<file path="config.mk">
export PLATFORM = sky130hd
export DESIGN_NAME = mbx_fsm_multi
export DESIGN_NICKNAME = d
export VERILOG_FILES = /design/src/rtl/mbx_pkg.sv /design/src/rtl/mbx_chan_fsm.sv /design/src/rtl/mbx_fsm_multi.sv
export SDC_FILE = /design/constraint.sdc
export NUM_CORES = 1
export LEC_CHECK = 0
export ABC_AREA = 1
export CAP_MARGIN = 20
export CORE_UTILIZATION = 30
export DETAILED_ROUTE_END_ITERATION = 12
export DONT_BUFFER_PORTS = 1
export PLACE_DENSITY = 0.4
export SLEW_MARGIN = 25
export SYNTH_ARGS = -nofsm -noshare
export SYNTH_HDL_FRONTEND = slang
export SYNTH_SLANG_ARGS = --single-unit
</file>
<file path="constraint.sdc">
create_clock -name clk_i -period 5.4 [get_ports clk_i]
set_input_delay 0.54 -clock clk_i [delete_from_list [all_inputs] [get_ports clk_i]]
set_output_delay 0.54 -clock clk_i [all_outputs]
set_load 0.02 [all_outputs]
</file>
<file path="src/rtl/mbx_pkg.sv">
// Mailbox control package.
// Purpose: state encoding shared by the per-channel mailbox FSM and the
//          multi-channel wrapper, plus a small decode helper.
// Contents: mbx_ctrl_state_e (3-bit), mbx_accepts_write().
package mbx_pkg;

  typedef enum logic [2:0] {
    MbxIdle          = 3'b000,
    MbxWrite         = 3'b001,
    MbxWaitFinalWord = 3'b010,
    MbxRead          = 3'b011,
    MbxError         = 3'b100,
    MbxSysAbortHost  = 3'b101
  } mbx_ctrl_state_e;

  // States in which a writer word is counted into the mailbox occupancy.
  function automatic logic mbx_accepts_write(input mbx_ctrl_state_e s);
    return (s == MbxIdle) || (s == MbxWrite) || (s == MbxWaitFinalWord);
  endfunction

endpackage

</file>
<file path="src/rtl/mbx_chan_fsm.sv">
// Single mailbox channel controller.
// Purpose: control FSM for one inbound or outbound mailbox channel, with a
//          saturating occupancy counter (overflow -> Error) and an
//          abort-acknowledge timeout down-counter.
// Ports:
//   clk_i, rst_ni                    clock, async active-low reset
//   mbx_range_valid_i ... reader_read_valid_i   per-channel requests/events
//   mbx_empty_o/write_o/read_o/sys_abort_o      state decodes
//   mbx_ready_update_o, mbx_ready_o             outbound Ready strobe/value
//   mbx_irq_ready_o, mbx_irq_abort_o            state entry events
//   mbx_overflow_o, mbx_abort_timeout_o         1-cycle event pulses
//   mbx_state_error_o                           illegal state encoding
//   mbx_word_cnt_o                              registered occupancy
//
// state            | meaning
// -----------------+------------------------------------------------------
// MbxIdle          | no transfer; outbound waits for close, inbound for a write
// MbxWrite         | inbound data being written
// MbxWaitFinalWord | closed, waiting for the last SRAM write to commit
// MbxRead          | data available to the reader
// MbxError         | host error or occupancy overflow; waits for system abort
// MbxSysAbortHost  | system abort pending; only the host ack releases it
module mbx_chan_fsm
  import mbx_pkg::*;
#(
  parameter bit          CfgOmbx      = 1'b0,
  parameter int unsigned DepthWords   = 1024,
  parameter int unsigned AbortTimeout = 256,
  localparam int unsigned CntW        = $clog2(DepthWords + 1)
) (
  input  logic            clk_i,
  input  logic            rst_ni,
  input  logic            mbx_range_valid_i,
  input  logic            hostif_abort_ack_i,
  input  logic            mbx_error_set_i,
  input  logic            sysif_control_abort_set_i,
  input  logic            sys_read_all_i,
  input  logic            writer_close_mbx_i,
  input  logic            writer_last_word_written_i,
  input  logic            writer_write_valid_i,
  input  logic            reader_read_valid_i,
  output logic            mbx_empty_o,
  output logic            mbx_write_o,
  output logic            mbx_read_o,
  output logic            mbx_sys_abort_o,
  output logic            mbx_ready_update_o,
  output logic            mbx_ready_o,
  output logic            mbx_irq_ready_o,
  output logic            mbx_irq_abort_o,
  output logic            mbx_overflow_o,
  output logic            mbx_abort_timeout_o,
  output logic            mbx_state_error_o,
  output logic [CntW-1:0] mbx_word_cnt_o
);

  localparam logic [CntW-1:0] CntMax  = CntW'(DepthWords);
  localparam int unsigned     TmrW    = (AbortTimeout > 1) ? $clog2(AbortTimeout) : 1;
  localparam logic [TmrW-1:0] TmrLoad = (AbortTimeout > 0) ? TmrW'(AbortTimeout - 1) : '0;
  localparam bit              TmrEn   = (AbortTimeout != 0);

  mbx_ctrl_state_e state_q, state_d;
  logic [CntW-1:0] cnt_q, cnt_d;
  logic [TmrW-1:0] tmr_q, tmr_d;
  logic            tmr_done_q, tmr_done_d;

  logic cnt_inc, cnt_dec, cnt_full, overflow, legal;
  logic ready_set, ready_clr;

  always_comb begin
    state_d             = state_q;
    legal               = 1'b1;
    cnt_d               = cnt_q;
    tmr_d               = TmrLoad;
    tmr_done_d          = 1'b0;
    mbx_abort_timeout_o = 1'b0;

    cnt_inc  = writer_write_valid_i & mbx_accepts_write(state_q);
    cnt_dec  = reader_read_valid_i & (state_q == MbxRead);
    cnt_full = (cnt_q == CntMax);
    overflow = cnt_inc & cnt_full;

    case (state_q)
      MbxIdle: begin
        if (mbx_range_valid_i) begin
          if (CfgOmbx && writer_close_mbx_i)           state_d = MbxRead;
          else if (!CfgOmbx && writer_write_valid_i)   state_d = MbxWrite;
        end
      end
      MbxWrite: begin
        if (writer_close_mbx_i) begin
          state_d = writer_last_word_written_i ? MbxRead : MbxWaitFinalWord;
        end
      end
      MbxWaitFinalWord: if (writer_last_word_written_i) state_d = MbxRead;
      MbxRead:          if (sys_read_all_i)             state_d = MbxIdle;
      MbxError:         state_d = MbxError;
      MbxSysAbortHost:  state_d = MbxSysAbortHost;
      default: begin
        state_d = MbxIdle;
        legal   = 1'b0;
      end
    endcase

    // Priority overrides; SysAbortHost is sticky until the host acknowledges.
    if (legal) begin
      if (state_q == MbxSysAbortHost) begin
        if (hostif_abort_ack_i) state_d = MbxIdle;
      end else if (hostif_abort_ack_i) begin
        state_d = MbxIdle;
      end else if (mbx_error_set_i || overflow) begin
        state_d = MbxError;
      end else if (sysif_control_abort_set_i) begin
        state_d = MbxSysAbortHost;
      end
    end

    // Occupancy: cleared on entry to Idle, otherwise saturating up/down.
    if ((state_d == MbxIdle) && (state_q != MbxIdle)) begin
      cnt_d = '0;
    end else if (cnt_inc && !cnt_dec && !cnt_full) begin
      cnt_d = cnt_q + CntW'(1);
    end else if (cnt_dec && !cnt_inc && (cnt_q != '0)) begin
      cnt_d = cnt_q - CntW'(1);
    end

    // Timeout timer counts down only while staying in SysAbortHost; the done
    // flag keeps the terminal count from firing again before exit.
    if ((state_q == MbxSysAbortHost) && (state_d == MbxSysAbortHost)) begin
      tmr_d      = (tmr_q == '0) ? tmr_q : tmr_q - TmrW'(1);
      tmr_done_d = tmr_done_q;
      if (TmrEn && (tmr_q == '0) && !tmr_done_q) begin
        mbx_abort_timeout_o = 1'b1;
        tmr_done_d          = 1'b1;
      end
    end
  end

  always_comb begin
    ready_set = (state_q == MbxIdle) & mbx_range_valid_i & writer_close_mbx_i;
    ready_clr = mbx_error_set_i | sysif_control_abort_set_i | hostif_abort_ack_i |
                ((state_q == MbxRead) & sys_read_all_i);
    if (CfgOmbx) begin
      mbx_ready_update_o = ready_set | ready_clr;
      mbx_ready_o        = ~ready_clr;
    end else begin
      mbx_ready_update_o = 1'b0;
      mbx_ready_o        = 1'b1;
    end
  end

  assign mbx_empty_o       = (state_q == MbxIdle) & mbx_range_valid_i;
  assign mbx_write_o       = (state_q == MbxWrite);
  assign mbx_read_o        = (state_q == MbxRead);
  assign mbx_sys_abort_o   = (state_q == MbxSysAbortHost);
  assign mbx_irq_ready_o   = (state_d == MbxRead) & (state_q != MbxRead);
  assign mbx_irq_abort_o   = (state_d == MbxSysAbortHost) & (state_q != MbxSysAbortHost);
  assign mbx_overflow_o    = overflow;
  assign mbx_state_error_o = ~legal;
  assign mbx_word_cnt_o    = cnt_q;

  always_ff @(posedge clk_i or negedge rst_ni) begin
    if (!rst_ni) begin
      state_q    <= MbxIdle;
      cnt_q      <= '0;
      tmr_q      <= TmrLoad;
      tmr_done_q <= 1'b0;
    end else begin
      state_q    <= state_d;
      cnt_q      <= cnt_d;
      tmr_q      <= tmr_d;
      tmr_done_q <= tmr_done_d;
    end
  end

endmodule

</file>
<file path="src/rtl/mbx_fsm_multi.sv">
// N-channel mailbox control.
// Purpose: one independent mbx_chan_fsm per channel; OmbxMask bit c selects
//          outbound (1) or inbound (0) behaviour for channel c.
// Ports: all request/event inputs and status/event outputs are NumChan-wide
//        vectors, bit c belonging to channel c. mbx_word_cnt_o packs the
//        per-channel CntW-bit occupancy counts, channel c at [c*CntW +: CntW].
module mbx_fsm_multi
  import mbx_pkg::*;
#(
  parameter int unsigned        NumChan      = 4,
  parameter logic [NumChan-1:0] OmbxMask     = 4'hA,
  parameter int unsigned        DepthWords   = 1024,
  parameter int unsigned        AbortTimeout = 256,
  localparam int unsigned       CntW         = $clog2(DepthWords + 1)
) (
  input  logic                    clk_i,
  input  logic                    rst_ni,
  input  logic [NumChan-1:0]      mbx_range_valid_i,
  input  logic [NumChan-1:0]      hostif_abort_ack_i,
  input  logic [NumChan-1:0]      mbx_error_set_i,
  input  logic [NumChan-1:0]      sysif_control_abort_set_i,
  input  logic [NumChan-1:0]      sys_read_all_i,
  input  logic [NumChan-1:0]      writer_close_mbx_i,
  input  logic [NumChan-1:0]      writer_last_word_written_i,
  input  logic [NumChan-1:0]      writer_write_valid_i,
  input  logic [NumChan-1:0]      reader_read_valid_i,
  output logic [NumChan-1:0]      mbx_empty_o,
  output logic [NumChan-1:0]      mbx_write_o,
  output logic [NumChan-1:0]      mbx_read_o,
  output logic [NumChan-1:0]      mbx_sys_abort_o,
  output logic [NumChan-1:0]      mbx_ready_update_o,
  output logic [NumChan-1:0]      mbx_ready_o,
  output logic [NumChan-1:0]      mbx_irq_ready_o,
  output logic [NumChan-1:0]      mbx_irq_abort_o,
  output logic [NumChan-1:0]      mbx_overflow_o,
  output logic [NumChan-1:0]      mbx_abort_timeout_o,
  output logic [NumChan-1:0]      mbx_state_error_o,
  output logic [NumChan*CntW-1:0] mbx_word_cnt_o
);

  for (genvar c = 0; c < NumChan; c++) begin : g_chan
    mbx_chan_fsm #(
      .CfgOmbx      (OmbxMask[c]),
      .DepthWords   (DepthWords),
      .AbortTimeout (AbortTimeout)
    ) u_chan (
      .clk_i                      (clk_i),
      .rst_ni                     (rst_ni),
      .mbx_range_valid_i          (mbx_range_valid_i[c]),
      .hostif_abort_ack_i         (hostif_abort_ack_i[c]),
      .mbx_error_set_i            (mbx_error_set_i[c]),
      .sysif_control_abort_set_i  (sysif_control_abort_set_i[c]),
      .sys_read_all_i             (sys_read_all_i[c]),
      .writer_close_mbx_i         (writer_close_mbx_i[c]),
      .writer_last_word_written_i (writer_last_word_written_i[c]),
      .writer_write_valid_i       (writer_write_valid_i[c]),
      .reader_read_valid_i        (reader_read_valid_i[c]),
      .mbx_empty_o                (mbx_empty_o[c]),
      .mbx_write_o                (mbx_write_o[c]),
      .mbx_read_o                 (mbx_read_o[c]),
      .mbx_sys_abort_o            (mbx_sys_abort_o[c]),
      .mbx_ready_update_o         (mbx_ready_update_o[c]),
      .mbx_ready_o                (mbx_ready_o[c]),
      .mbx_irq_ready_o            (mbx_irq_ready_o[c]),
      .mbx_irq_abort_o            (mbx_irq_abort_o[c]),
      .mbx_overflow_o             (mbx_overflow_o[c]),
      .mbx_abort_timeout_o        (mbx_abort_timeout_o[c]),
      .mbx_state_error_o          (mbx_state_error_o[c]),
      .mbx_word_cnt_o             (mbx_word_cnt_o[c*CntW +: CntW])
    );
  end

endmodule

</file>
==> impl_metrics.py, run 1 <==
metrics = {
    "sta": {
        "finalCriticalPeriod_ps": 3080,
        "setup_repair_after_global_routing_missed_its_margin": "no",
        "report.final.slew_viol_count": 0,
        "max_slew.worst_pin.slew_ps": 845,
        "fin_setup_tns_ps": 0,
        "fin_skew_ps": 12.7,
        "hold_violations": 0,
        "finalCritPeriodShare_pct": 57.1,
        "report.final.setup_viol": 0,
        "fmax_ghz": 0.324,
        "slew-limit-headroom_pct": 43.2,
    },
    "cells_and_area": {
        "final_net_count": 1101,
        "antennaDiodeCount": 0,
        "n_fill_cell": 2701,
        "syn_to_final_growth_pct": 4.65,
        "layout-drive-gt1-share_pct": 8.92,
    },
    "drt": {
        "initial_detailed_routing_violation_count": 187,
        "drt_pre_antenna_iters": 5,
        "routed_wl_per_cell_um": 13.3,
        "totalWireLength_mm": 17.9,
        "post-route-drc-count": 0,
        "via_count": 6284,
        "route.antenna.remaining_nets": 0,
        "vias_per_inst": 4.68,
    },
    "die": {
        "initial_utilization_pct": 30.8,
        "num_rows": 57,
        "fp.dieH_um": 160,
        "die_w_um": 160,
        "design.core.area_mm2": 0.0245,
        "boundaryPins": 126,
        "total_die_area_mm2": 0.0257,
    },
    "critical_path": {
        "timing.critical_path.from": "g_chan[3].u_chan.mbx_word_cnt_o[0]",
        "worstSetupPathType": "flop to output pin",
        "worst_path_max_delay_cell": "sky130_fd_sc_hd__nor3_1",
        "worst_setup_path_start_kind": "flop",
        "arrival_ps": 2540,
        "reg2reg_depth": 13,
        "reg2reg_to": "g_chan[1].u_chan.mbx_word_cnt_o[10]",
        "crit_buf_inv": 1,
        "r2r_slack_ps": 2500,
        "critPathMaxFanout": 7,
        "crit_path_max_incr_delay_ps": 630,
        "critPathRequiredTime_ps": 4860,
        "worst_path_dominant_cell_family": "simple AND/OR/NAND/NOR gates",
        "critical_path_depth": 9,
        "crit-reg2reg-launch": "g_chan[1].u_chan.mbx_word_cnt_o[0]",
        "worstPathCellList": "nor2_1 > nand2_1 > nor2_1 > nand3_2 > nand3_1 > nand3_1 > inv_1 > nand2_1 > nor3_1",
        "endpoint_kind": "output pin",
    },
    "global_routing": {
        "largest_net_degree_at_the_start_of_global_routing": 61,
        "via_count_of_the_first_global_routing_pass": 6327,
        "globalRouteTotalUtil_pct": 14.5,
        "grt_antenna_before_repair": 0,
        "first_pass_grt_wire_length_mm": 31.0,
        "grt_overflow": 0,
    },
    "power": {
        "peakVddDrop_uv": 207,
        "power_density_mw_per_mm2": 487,
        "design_power_total_uw": 3840,
        "leakagePower_uw": 0.00402,
    },
    "clock_tree": {
        "worst_skew_pair.late_latency_ps": 350,
        "cts.root.buffer_cell": "sky130_fd_sc_hd__clkbuf_16",
        "tritoncts": "built",
        "cts-root-to-sink-buffers": 2,
        "cts_made_buffers": 9,
        "clock_sink_count": 92,
        "ctsHtreeMaxLevel": 3,
        "post_cts.repair.setup_buffers": 0,
        "clock_input_transition_at_the_sequential_cells_of_the_worst_setup_and_hold_paths_ps": 70,
    },
    "synth": {
        "synth.distinct_cells": 46,
        "yosysWarnings": 0,
        "ys_seq_area_share_pct": 31.1,
        "synth_cells": 1061,
        "postSynth.asyncResetShare_pct": 100,
        "syn-cell-area_mm2": 0.00753,
        "synth_enable_flop_cells": 0,
        "synth_area_per_cell_um2": 7.10,
        "synth.ff_latch_count": 92,
        "synth_ff_type": "sky130_fd_sc_hd__dfrtp_1",
    },
    "hold_path": {
        "worst_hold_path_type": "input pin to asynchronous set/reset pin",
    },
    "placed_design": {
        "dp_hpwl_mm": 13.0,
        "place_congestion": 0.805,
        "numPortBuffers": 0,
    },
    "status": {
        "outcome": "finished clean",
    },
    "flow_run": {
        "cap_violations": 0,
    },
}
-- where the power goes --
| group | internal [uW] | total (uW) | leakage [uW] | switching, uW |
|---|---|---|---|---|
| registers | 836 | 1270 | 0.00112 | 435 |
| logic | 718 | 1800 | 0.00273 | 1090 |
| clock network | 478 | 766 | 0.000173 | 288 |
-- layer usage --
metal | track usage, % | wire length, um | vias to the layer above
li1 | - | - | 3278
met1 | 19.4 | 8810 | 2902
met2 | 23.8 | 8260 | 92
met3 | 2.87 | 641 | 12
met4 | 3.94 | 182 | 0
met5 | 0 | 0 | -
-- Yosys cell counts, types with 2 or more instances --
cell | n | share of area (%)
sky130_fd_sc_hd__conb_1 | 2 | 0.10
sky130_fd_sc_hd__nand2_4 | 2 | 0.30
sky130_fd_sc_hd__a31oi_1 | 7 | 0.58
sky130_fd_sc_hd__inv_1 | 154 | 7.7
sky130_fd_sc_hd__o21ai_0 | 23 | 1.5
sky130_fd_sc_hd__nor2_2 | 3 | 0.25
sky130_fd_sc_hd__dfstp_2 | 32 | 11
sky130_fd_sc_hd__or2_1 | 2 | 0.17
sky130_fd_sc_hd__o2111ai_1 | 4 | 0.47
sky130_fd_sc_hd__nor4_1 | 2 | 0.17
sky130_fd_sc_hd__a21oi_1 | 43 | 2.9
sky130_fd_sc_hd__fa_1 | 4 | 1.1
sky130_fd_sc_hd__buf_2 | 4 | 0.27
sky130_fd_sc_hd__nand3_2 | 15 | 2.0
sky130_fd_sc_hd__o21ai_1 | 2 | 0.13
sky130_fd_sc_hd__or2_2 | 2 | 0.17
sky130_fd_sc_hd__xor2_1 | 31 | 3.6
sky130_fd_sc_hd__nand3_1 | 133 | 8.8
sky130_fd_sc_hd__o21bai_1 | 5 | 0.50
sky130_fd_sc_hd__inv_2 | 7 | 0.35
sky130_fd_sc_hd__nand2_1 | 232 | 12
sky130_fd_sc_hd__buf_4 | 49 | 4.9
sky130_fd_sc_hd__o211ai_1 | 6 | 0.60
sky130_fd_sc_hd__nor2_1 | 103 | 5.1
sky130_fd_sc_hd__xnor2_1 | 14 | 1.6
sky130_fd_sc_hd__o21a_1 | 4 | 0.40
sky130_fd_sc_hd__nor3_1 | 33 | 2.2
sky130_fd_sc_hd__nand2_2 | 6 | 0.50
sky130_fd_sc_hd__clkbuf_1 | 4 | 0.20
sky130_fd_sc_hd__ha_1 | 44 | 7.3
sky130_fd_sc_hd__dfrtp_1 | 60 | 20
sky130_fd_sc_hd__nor3_2 | 4 | 0.53
sky130_fd_sc_hd__nand4_1 | 12 | 1.0
-- area by class of cell --
cell class | count | area, um2 | share of cell area [%]
Clock buffer | 12 | 256 | 3.26
Clock inverter | 4 | 95.1 | 1.21
Inverter | 161 | 604 | 7.67
Multi-Input combinational cell | 750 | 4150 | 52.6
Sequential cell | 92 | 2340 | 29.7
Tap cell | 324 | 405 | 5.15
Timing Repair Buffer | 1 | 27.5 | 0.349
-- cells by family after synthesis --
group / synth area share (%)
and+or+nand+nor: 33.9
adders and majority gates: 8.38
DFF: 31.1
other: 0.0998
xor gates and xnor gates: 5.24
AOI/OAI and AO/OA: 7.38
buffers and inverters: 13.9
-- per-stage QoR --
stage	area [um2]	hold WS, ps	setup slack [ps]	util (%)	std cells
after CTS	7880	13.4	2250	32.2	1344
after detailed placement	7500	251	2430	30.7	1327
final	7880	40.9	2320	32.2	1344
after floorplan	7540	244	2950	-	1063
after global placement	7500	249	2400	30.7	1327
after global routing	7880	9.53	2040	32.2	1344
-- layout by cell type, fill, tap and decap left out, types with 2 or more instances in the layout --
cell / n
sky130_fd_sc_hd__nand2_1: 232
sky130_fd_sc_hd__inv_1: 154
sky130_fd_sc_hd__nand3_1: 133
sky130_fd_sc_hd__nor2_1: 103
sky130_fd_sc_hd__dfrtp_1: 60
sky130_fd_sc_hd__ha_1: 44
sky130_fd_sc_hd__a21oi_1: 43
sky130_fd_sc_hd__nor3_1: 33
sky130_fd_sc_hd__dfstp_2: 32
sky130_fd_sc_hd__xor2_1: 31
sky130_fd_sc_hd__o21ai_0: 23
sky130_fd_sc_hd__nand3_2: 15
sky130_fd_sc_hd__xnor2_1: 14
sky130_fd_sc_hd__nand4_1: 12
sky130_fd_sc_hd__clkbuf_16: 9
sky130_fd_sc_hd__inv_2: 7
sky130_fd_sc_hd__a31oi_1: 7
sky130_fd_sc_hd__nand2_2: 6
sky130_fd_sc_hd__o211ai_1: 6
sky130_fd_sc_hd__o21bai_1: 5
sky130_fd_sc_hd__o21a_1: 4
sky130_fd_sc_hd__nor3_2: 4
sky130_fd_sc_hd__o2111ai_1: 4
sky130_fd_sc_hd__fa_1: 4
sky130_fd_sc_hd__conb_1: 4
sky130_fd_sc_hd__nor2_2: 3
sky130_fd_sc_hd__bufinv_16: 3
sky130_fd_sc_hd__nand2_4: 2
sky130_fd_sc_hd__o21ai_1: 2
sky130_fd_sc_hd__or2_1: 2
sky130_fd_sc_hd__nor4_1: 2
sky130_fd_sc_hd__or2_2: 2
sky130_fd_sc_hd__clkbuf_8: 2
-- sequential cells by signal, indices dropped and copies added, names as in the netlist --
| name | count |
|---|---|
| g_chan.u_chan.mbx_word_cnt_o | 44 |
| g_chan.u_chan.tmr_q | 32 |
| g_chan.u_chan.tmr_done_q | 4 |
| g_chan.u_chan.state_q | 12 |
-- timing repair --
item                                   CTS  global route
resized for setup                        0             0
hold buffers                             1             0
endpoints found under the hold margin   60             0
-- worst max path at each step --
stage,to
2_1_floorplan,g_chan[3].u_chan.mbx_word_cnt_o[7]
3_3_place_gp,g_chan[0].u_chan.mbx_word_cnt_o[7]
3_5_place_dp,g_chan[1].u_chan.mbx_word_cnt_o[10]
4_1_cts,mbx_abort_timeout_o[3]
5_1_grt,mbx_abort_timeout_o[3]
6_report,mbx_abort_timeout_o[3]
No activity file was read; power rests on OpenSTA's default activity.
==> inputs of run 2 (changes only) <==
--- a/config.mk
+++ b/config.mk
@@ -10,7 +10,7 @@
 export CORE_UTILIZATION = 30
 export DETAILED_ROUTE_END_ITERATION = 12
 export DONT_BUFFER_PORTS = 1
-export PLACE_DENSITY = 0.4
+export PLACE_DENSITY = 0.41
 export SLEW_MARGIN = 25
 export SYNTH_ARGS = -nofsm -noshare
 export SYNTH_HDL_FRONTEND = slang
==> constraint.sdc (replaced) <==
create_clock -name clk_i -period 2.48 [get_ports clk_i]
set_input_delay 0.248 -clock clk_i [delete_from_list [all_inputs] [get_ports clk_i]]
set_output_delay 0.248 -clock clk_i [all_outputs]
set_load 0.02 [all_outputs]
==> impl_metrics.py, run 2 (synthesis results as in run 1) <==
metrics = {
    "status": {
        "outcome": "finished clean",
    },
    "power": {
        "peakVddDrop_uv": 506,
        "leakagePower_uw": 0.00467,
        "power_density_mw_per_mm2": 1050,
    },
    "drt": {
        "route.antenna.remaining_nets": 0,
        "post-route-drc-count": 0,
        "drt_pre_antenna_iters": 5,
        "vias_per_inst": 4.51,
        "totalWireLength_mm": 18.3,
        "via_count": 6640,
        "routed_wl_per_cell_um": 12.4,
        "initial_detailed_routing_violation_count": 328,
    },
    "hold_path": {
        "worst_hold_path_type": "input pin to flop",
        "worstHoldPathCells": 3,
    },
    "die": {
        "boundaryPins": 126,
        "initial_utilization_pct": 30.8,
        "total_die_area_mm2": 0.0257,
        "num_rows": 57,
        "design.core.area_mm2": 0.0245,
        "fp.dieH_um": 160,
        "die_w_um": 160,
    },
    "global_routing": {
        "use_met2_pct": 23.7,
        "gr_util_met3_pct": 2.40,
        "via_count_of_the_first_global_routing_pass": 6481,
        "grt_busiest_layer": "met2",
        "largest_net_degree_at_the_start_of_global_routing": 93,
        "globalRouteTotalUtil_pct": 14.6,
        "grt_use_met1_pct": 19.7,
        "grt_overflow": 0,
        "first_pass_grt_wire_length_mm": 31.1,
        "grt_antenna_before_repair": 0,
    },
    "sta": {
        "report.final.setup_viol": 0,
        "hold_ws_ps": 92.6,
        "hold_violations": 0,
        "layout_setup_ws_ps": 186,
        "fmax_ghz": 0.436,
        "report.final.slew_viol_count": 0,
        "slew-limit-headroom_pct": 56.2,
        "fin_setup_tns_ps": 0,
        "fin_skew_ps": 12.5,
        "finalCritPeriodShare_pct": 92.5,
        "max_slew.worst_pin.slew_ps": 655,
        "finalCriticalPeriod_ps": 2290,
        "setup_repair_after_global_routing_missed_its_margin": "no",
    },
    "clock_tree": {
        "ctsHtreeMaxLevel": 3,
        "cts.root.buffer_cell": "sky130_fd_sc_hd__clkbuf_16",
        "clock_input_transition_at_the_sequential_cells_of_the_worst_setup_and_hold_paths_ps": 60,
        "worst_skew_pair.late_latency_ps": 350,
        "clock_sink_count": 92,
        "tritoncts": "built",
        "cts-root-to-sink-buffers": 2,
        "cts_made_buffers": 9,
        "post_cts.repair.setup_buffers": 0,
    },
    "cells_and_area": {
        "largest_reg_flops": 44,
        "layout_common_cells": "sky130_fd_sc_hd__nand2_1, sky130_fd_sc_hd__inv_1, sky130_fd_sc_hd__nand3_1",
        "final_util_pct": 36.7,
        "n_fill_cell": 2643,
        "finalNonFillerCells": 1471,
        "final_common_cell": "sky130_fd_sc_hd__nand2_1",
        "antennaDiodeCount": 0,
        "layout-drive-gt1-share_pct": 21.7,
        "final_net_count": 1228,
        "syn_to_final_growth_pct": 19.1,
    },
    "critical_path": {
        "critPathMaxFanout": 8,
        "critPathRequiredTime_ps": 2230,
        "arrival_ps": 2050,
        "worstSetupPathType": "flop to output pin",
        "reg2reg_depth": 15,
        "worst_setup_path_start_kind": "flop",
        "endpoint_kind": "output pin",
    },
    "placed_design": {
        "dp_hpwl_mm": 13.8,
        "place_congestion": 0.872,
        "preCtsSetupSlack_ps": -40.0,
        "numPortBuffers": 0,
        "placed_cells_incl_taps": 1451,
    },
    "flow_run": {
        "cap_violations": 0,
    },
}
## run 2: cell count changes in the layout (fill, tap and decap cells not counted), moves of 7 or more
cell	previous run	this run
sky130_fd_sc_hd__nand2_1	232	224
sky130_fd_sc_hd__nor2_1	103	95
sky130_fd_sc_hd__a21oi_1	43	36
sky130_fd_sc_hd__nor2_2	3	10
sky130_fd_sc_hd__a21oi_2	0	7
sky130_fd_sc_hd__buf_4	0	122
## run 2: path summary, 6_finish.rpt
path	slack, ps	end	start
worst max-delay path	190	mbx_irq_ready_o[2]	g_chan[2].u_chan.state_q[1]
worst min register to register	490	g_chan[1].u_chan.tmr_done_q	g_chan[1].u_chan.tmr_done_q
min in group asynchronous	520	g_chan[2].u_chan.tmr_done_q	rst_ni
max in group asynchronous	1530	g_chan[1].u_chan.tmr_q[5]	rst_ni
worst min-delay path	90	g_chan[0].u_chan.state_q[2]	hostif_abort_ack_i[0]
worst max register to register	200	g_chan[3].u_chan.mbx_word_cnt_o[6]	g_chan[3].u_chan.mbx_word_cnt_o[0]
## run 2: worst max-delay path, stage by stage (launching register included)
cell                      delay (ps)
sky130_fd_sc_hd__dfrtp_1         370
sky130_fd_sc_hd__buf_4           170
sky130_fd_sc_hd__nor2_2          130
sky130_fd_sc_hd__and3_1          310
sky130_fd_sc_hd__nand2_1          80
sky130_fd_sc_hd__nand3_1          80
sky130_fd_sc_hd__nand2_1          60
sky130_fd_sc_hd__nand2_1          90
sky130_fd_sc_hd__nand2_2          80
sky130_fd_sc_hd__nor3_1          170
sky130_fd_sc_hd__buf_4           180
## run 2: cell type report
type	count	area (um2)	area share (%)
repair buffers	128	1000	11.2
flip-flops and latches	92	2340	26.1
inverters	161	604	6.74
multi-input cells	750	4290	47.9
clock inverters	5	75.1	0.837
clock buffers	11	243	2.71
well taps	324	405	4.52
## run 2: repair_timing
| item | in CTS | in global routing |
|---|---|---|
| hold buffers | 4 | 0 |
| pin swaps | 0 | 8 |
| gates resized for setup | 1 | 38 |
| gates cloned | 0 | 0 |
| endpoints found under the setup margin | 3 | 28 |
| hold endpoints to repair | 94 | 0 |
## run 2: metrics by stage
step | cell area [um2] | power, uW
3_3_place_gp | 8440 | 7840
6_report | 8970 | 9440
4_1_cts | 8820 | 9410
3_5_place_dp | 8440 | 7760
2_1_floorplan | 7540 | 5910
5_1_grt | 8970 | 10400
## run 2: power by group
part	internal, uW	leakage [uW]	total, uW	switching [uW]
Clock	908	0.000159	1530	621
Sequential	1830	0.00112	2010	177
Combinational	2490	0.00339	5910	3410
Total	5230	0.00467	9440	4210
## run 2: routing by layer
metal	routed length, um	up-vias
li1	-	3551
met5	0	-
met1	9120	2976
met3	722	12
met2	8240	101
met4	202	0
==> inputs of run 3 (changes only) <==
--- a/config.mk
+++ b/config.mk
@@ -6,11 +6,11 @@
 export NUM_CORES = 1
 export LEC_CHECK = 0
 export ABC_AREA = 1
-export CAP_MARGIN = 20
+export CAP_MARGIN = 30
 export CORE_UTILIZATION = 30
 export DETAILED_ROUTE_END_ITERATION = 12
 export DONT_BUFFER_PORTS = 1
-export PLACE_DENSITY = 0.41
+export PLACE_DENSITY = 0.4
 export SLEW_MARGIN = 25
 export SYNTH_ARGS = -nofsm -noshare
 export SYNTH_HDL_FRONTEND = slang
==> constraint.sdc (replaced) <==
create_clock -name clk_i -period 2.6 [get_ports clk_i]
set_input_delay 0.26 -clock clk_i [delete_from_list [all_inputs] [get_ports clk_i]]
set_output_delay 0.26 -clock clk_i [all_outputs]
set_load 0.02 [all_outputs]
==> impl_metrics.py, run 3 (synthesis results as in run 1) <==
metrics = {
    "drt": {
        "met1_layer_wirelength_in_the_final_routing_mm": 9.11,
        "vias_per_inst": 4.60,
        "post-route-drc-count": 0,
        "route.antenna.remaining_nets": 0,
        "drt_pre_antenna_iters": 5,
        "routed_wl_per_cell_um": 12.7,
        "initial_detailed_routing_violation_count": 254,
        "dr_wl_met2_mm": 8.34,
        "totalWireLength_mm": 18.3,
        "met3RoutedLength_um": 604,
        "via_count": 6614,
        "highest-signal-layer": "met4",
    },
    "hold_path": {
        "worst_hold_path_type": "input pin to flop",
        "worstHoldPathCells": 3,
    },
    "placed_design": {
        "place_congestion": 0.816,
        "numPortBuffers": 0,
        "dp_hpwl_mm": 13.8,
    },
    "sta": {
        "report.final.slew_viol_count": 0,
        "fmax_ghz": 0.416,
        "fin_skew_ps": 10.5,
        "finalCritPeriodShare_pct": 92.5,
        "setup_repair_after_global_routing_missed_its_margin": "no",
        "slew-limit-headroom_pct": 55.3,
        "fin_setup_tns_ps": 0,
        "hold_violations": 0,
        "report.final.setup_viol": 0,
        "max_slew.worst_pin.slew_ps": 669,
        "finalCriticalPeriod_ps": 2400,
    },
    "critical_path": {
        "worst_path_dominant_cell_family": "simple AND/OR/NAND/NOR gates",
        "critPathRequiredTime_ps": 2340,
        "crit_path_max_incr_delay_ps": 380,
        "worst_setup_path_start_kind": "flop",
        "worstPathCellList": "nor2_1 > nand2_1 > nor2_1 > buf_4 > nand3_2 > nand3_1 > nand3_1 > inv_1 > nand2_1 > nor3_2 > buf_4",
        "reg2reg_depth": 16,
        "endpoint_kind": "output pin",
        "critPathMaxFanout": 6,
        "worstSetupPathType": "flop to output pin",
        "worst_path_max_delay_cell": "sky130_fd_sc_hd__dfrtp_1",
        "arrival_ps": 2140,
        "crit_buf_inv": 3,
        "critical_path_depth": 11,
    },
    "global_routing": {
        "largest_net_degree_at_the_start_of_global_routing": 93,
        "grt_overflow": 0,
        "globalRouteTotalUtil_pct": 14.8,
        "first_pass_grt_wire_length_mm": 31.7,
        "via_count_of_the_first_global_routing_pass": 6606,
        "grt_antenna_before_repair": 0,
    },
    "power": {
        "power_density_mw_per_mm2": 991,
        "leakagePower_uw": 0.00449,
        "peakVddDrop_uv": 440,
        "design_power_total_uw": 8540,
    },
    "cells_and_area": {
        "antennaDiodeCount": 0,
        "largest_reg_flops": 44,
        "layout_common_cells": "sky130_fd_sc_hd__nand2_1, sky130_fd_sc_hd__inv_1, sky130_fd_sc_hd__nand3_1",
        "final_common_cell": "sky130_fd_sc_hd__nand2_1",
        "final_net_count": 1196,
        "syn_to_final_growth_pct": 14.5,
        "layout-drive-gt1-share_pct": 17.5,
    },
    "die": {
        "total_die_area_mm2": 0.0257,
        "num_rows": 57,
        "initial_utilization_pct": 30.8,
        "design.core.area_mm2": 0.0245,
        "boundaryPins": 126,
        "fp.dieH_um": 160,
        "die_w_um": 160,
    },
    "clock_tree": {
        "tritoncts": "built",
        "ctsHtreeMaxLevel": 3,
        "cts-root-to-sink-buffers": 2,
        "cts.root.buffer_cell": "sky130_fd_sc_hd__clkbuf_16",
        "clock_sink_count": 92,
        "cts_made_buffers": 9,
        "clock_input_transition_at_the_sequential_cells_of_the_worst_setup_and_hold_paths_ps": 70,
        "worst_skew_pair.late_latency_ps": 350,
    },
    "status": {
        "outcome": "finished clean",
    },
    "flow_run": {
        "cap_violations": 0,
    },
}
-- run 3: cell types whose count changed in the layout (fill, tap and decap cells not counted), moves of 3 or more --
cell | previous run | this run
sky130_fd_sc_hd__nor3_2 | 10 | 7
sky130_fd_sc_hd__nor2_2 | 10 | 7
sky130_fd_sc_hd__nor2_1 | 95 | 99
sky130_fd_sc_hd__buf_4 | 122 | 92
sky130_fd_sc_hd__a21oi_2 | 7 | 2
sky130_fd_sc_hd__nand2_2 | 12 | 8
sky130_fd_sc_hd__a21oi_1 | 36 | 41
sky130_fd_sc_hd__nor3_1 | 27 | 30
sky130_fd_sc_hd__nand2_1 | 224 | 228
-- run 3: what timing repair did --
item                                    in CTS  in global routing
endpoints found under the setup margin       0                 20
buffers inserted                             0                  0
hold buffers                                 4                  0
hold endpoints to repair                    94                  0
gates resized for setup                      0                 15
-- run 3: path summary, 6_finish.rpt --
check / start / endpoint / slack (ps)
max: g_chan[3].u_chan.mbx_word_cnt_o[1] / mbx_abort_timeout_o[3] / 200
min: hostif_abort_ack_i[0] / g_chan[0].u_chan.state_q[2] / 100
max reg2reg: g_chan[3].u_chan.mbx_word_cnt_o[1] / g_chan[3].u_chan.mbx_word_cnt_o[7] / 210
min reg2reg: g_chan[1].u_chan.tmr_done_q / g_chan[1].u_chan.tmr_done_q / 490
max in group asynchronous: rst_ni / g_chan[1].u_chan.tmr_q[6] / 1650
min in group asynchronous: rst_ni / g_chan[2].u_chan.state_q[2] / 540
-- run 3: tightest hold or removal path: cells and delay by family --
family                 cells  cell delay, ps
buffers and inverters      1              40
and+or+nand+nor            2             100
-- run 3: power breakdown --
part | switching (uW) | internal [uW]
sequential | 165 | 1750
clock | 590 | 870
combinational | 3150 | 2020
total | 3900 | 4640
-- run 3: final cells by class --
| class | count | area [um2] |
|---|---|---|
| Tap cell | 324 | 405 |
| Clock buffer | 12 | 246 |
| Fill cell | 2711 | 15800 |
| Clock inverter | 4 | 72.6 |
| Multi-Input combinational cell | 750 | 4200 |
| Sequential cell | 92 | 2340 |
| Inverter | 161 | 604 |
| Timing Repair Buffer | 96 | 748 |
-- run 3: per-stage QoR --
step / hold slack, ps / area, um2 / util (%) / setup slack (ps) / instances
2_1_floorplan: -35.6 / 7540 / - / 150 / 1063
3_3_place_gp: -29.2 / 8190 / 33.5 / 59.6 / 1419
3_5_place_dp: -28.0 / 8190 / 33.5 / 66.5 / 1419
4_1_cts: 78.3 / 8570 / 35.0 / 61.7 / 1439
5_1_grt: 99.7 / 8620 / 35.2 / 2.44 / 1439
6_report: 96.3 / 8620 / 35.2 / 196 / 1439
-- run 3: routing by layer --
| layer | vias up | global-route usage, % |
|---|---|---|
| met4 | 0 | 4.76 |
| met3 | 15 | 2.35 |
| met2 | 103 | 24.2 |
| met5 | - | 0 |
| met1 | 3011 | 19.9 |
| li1 | 3485 | - |
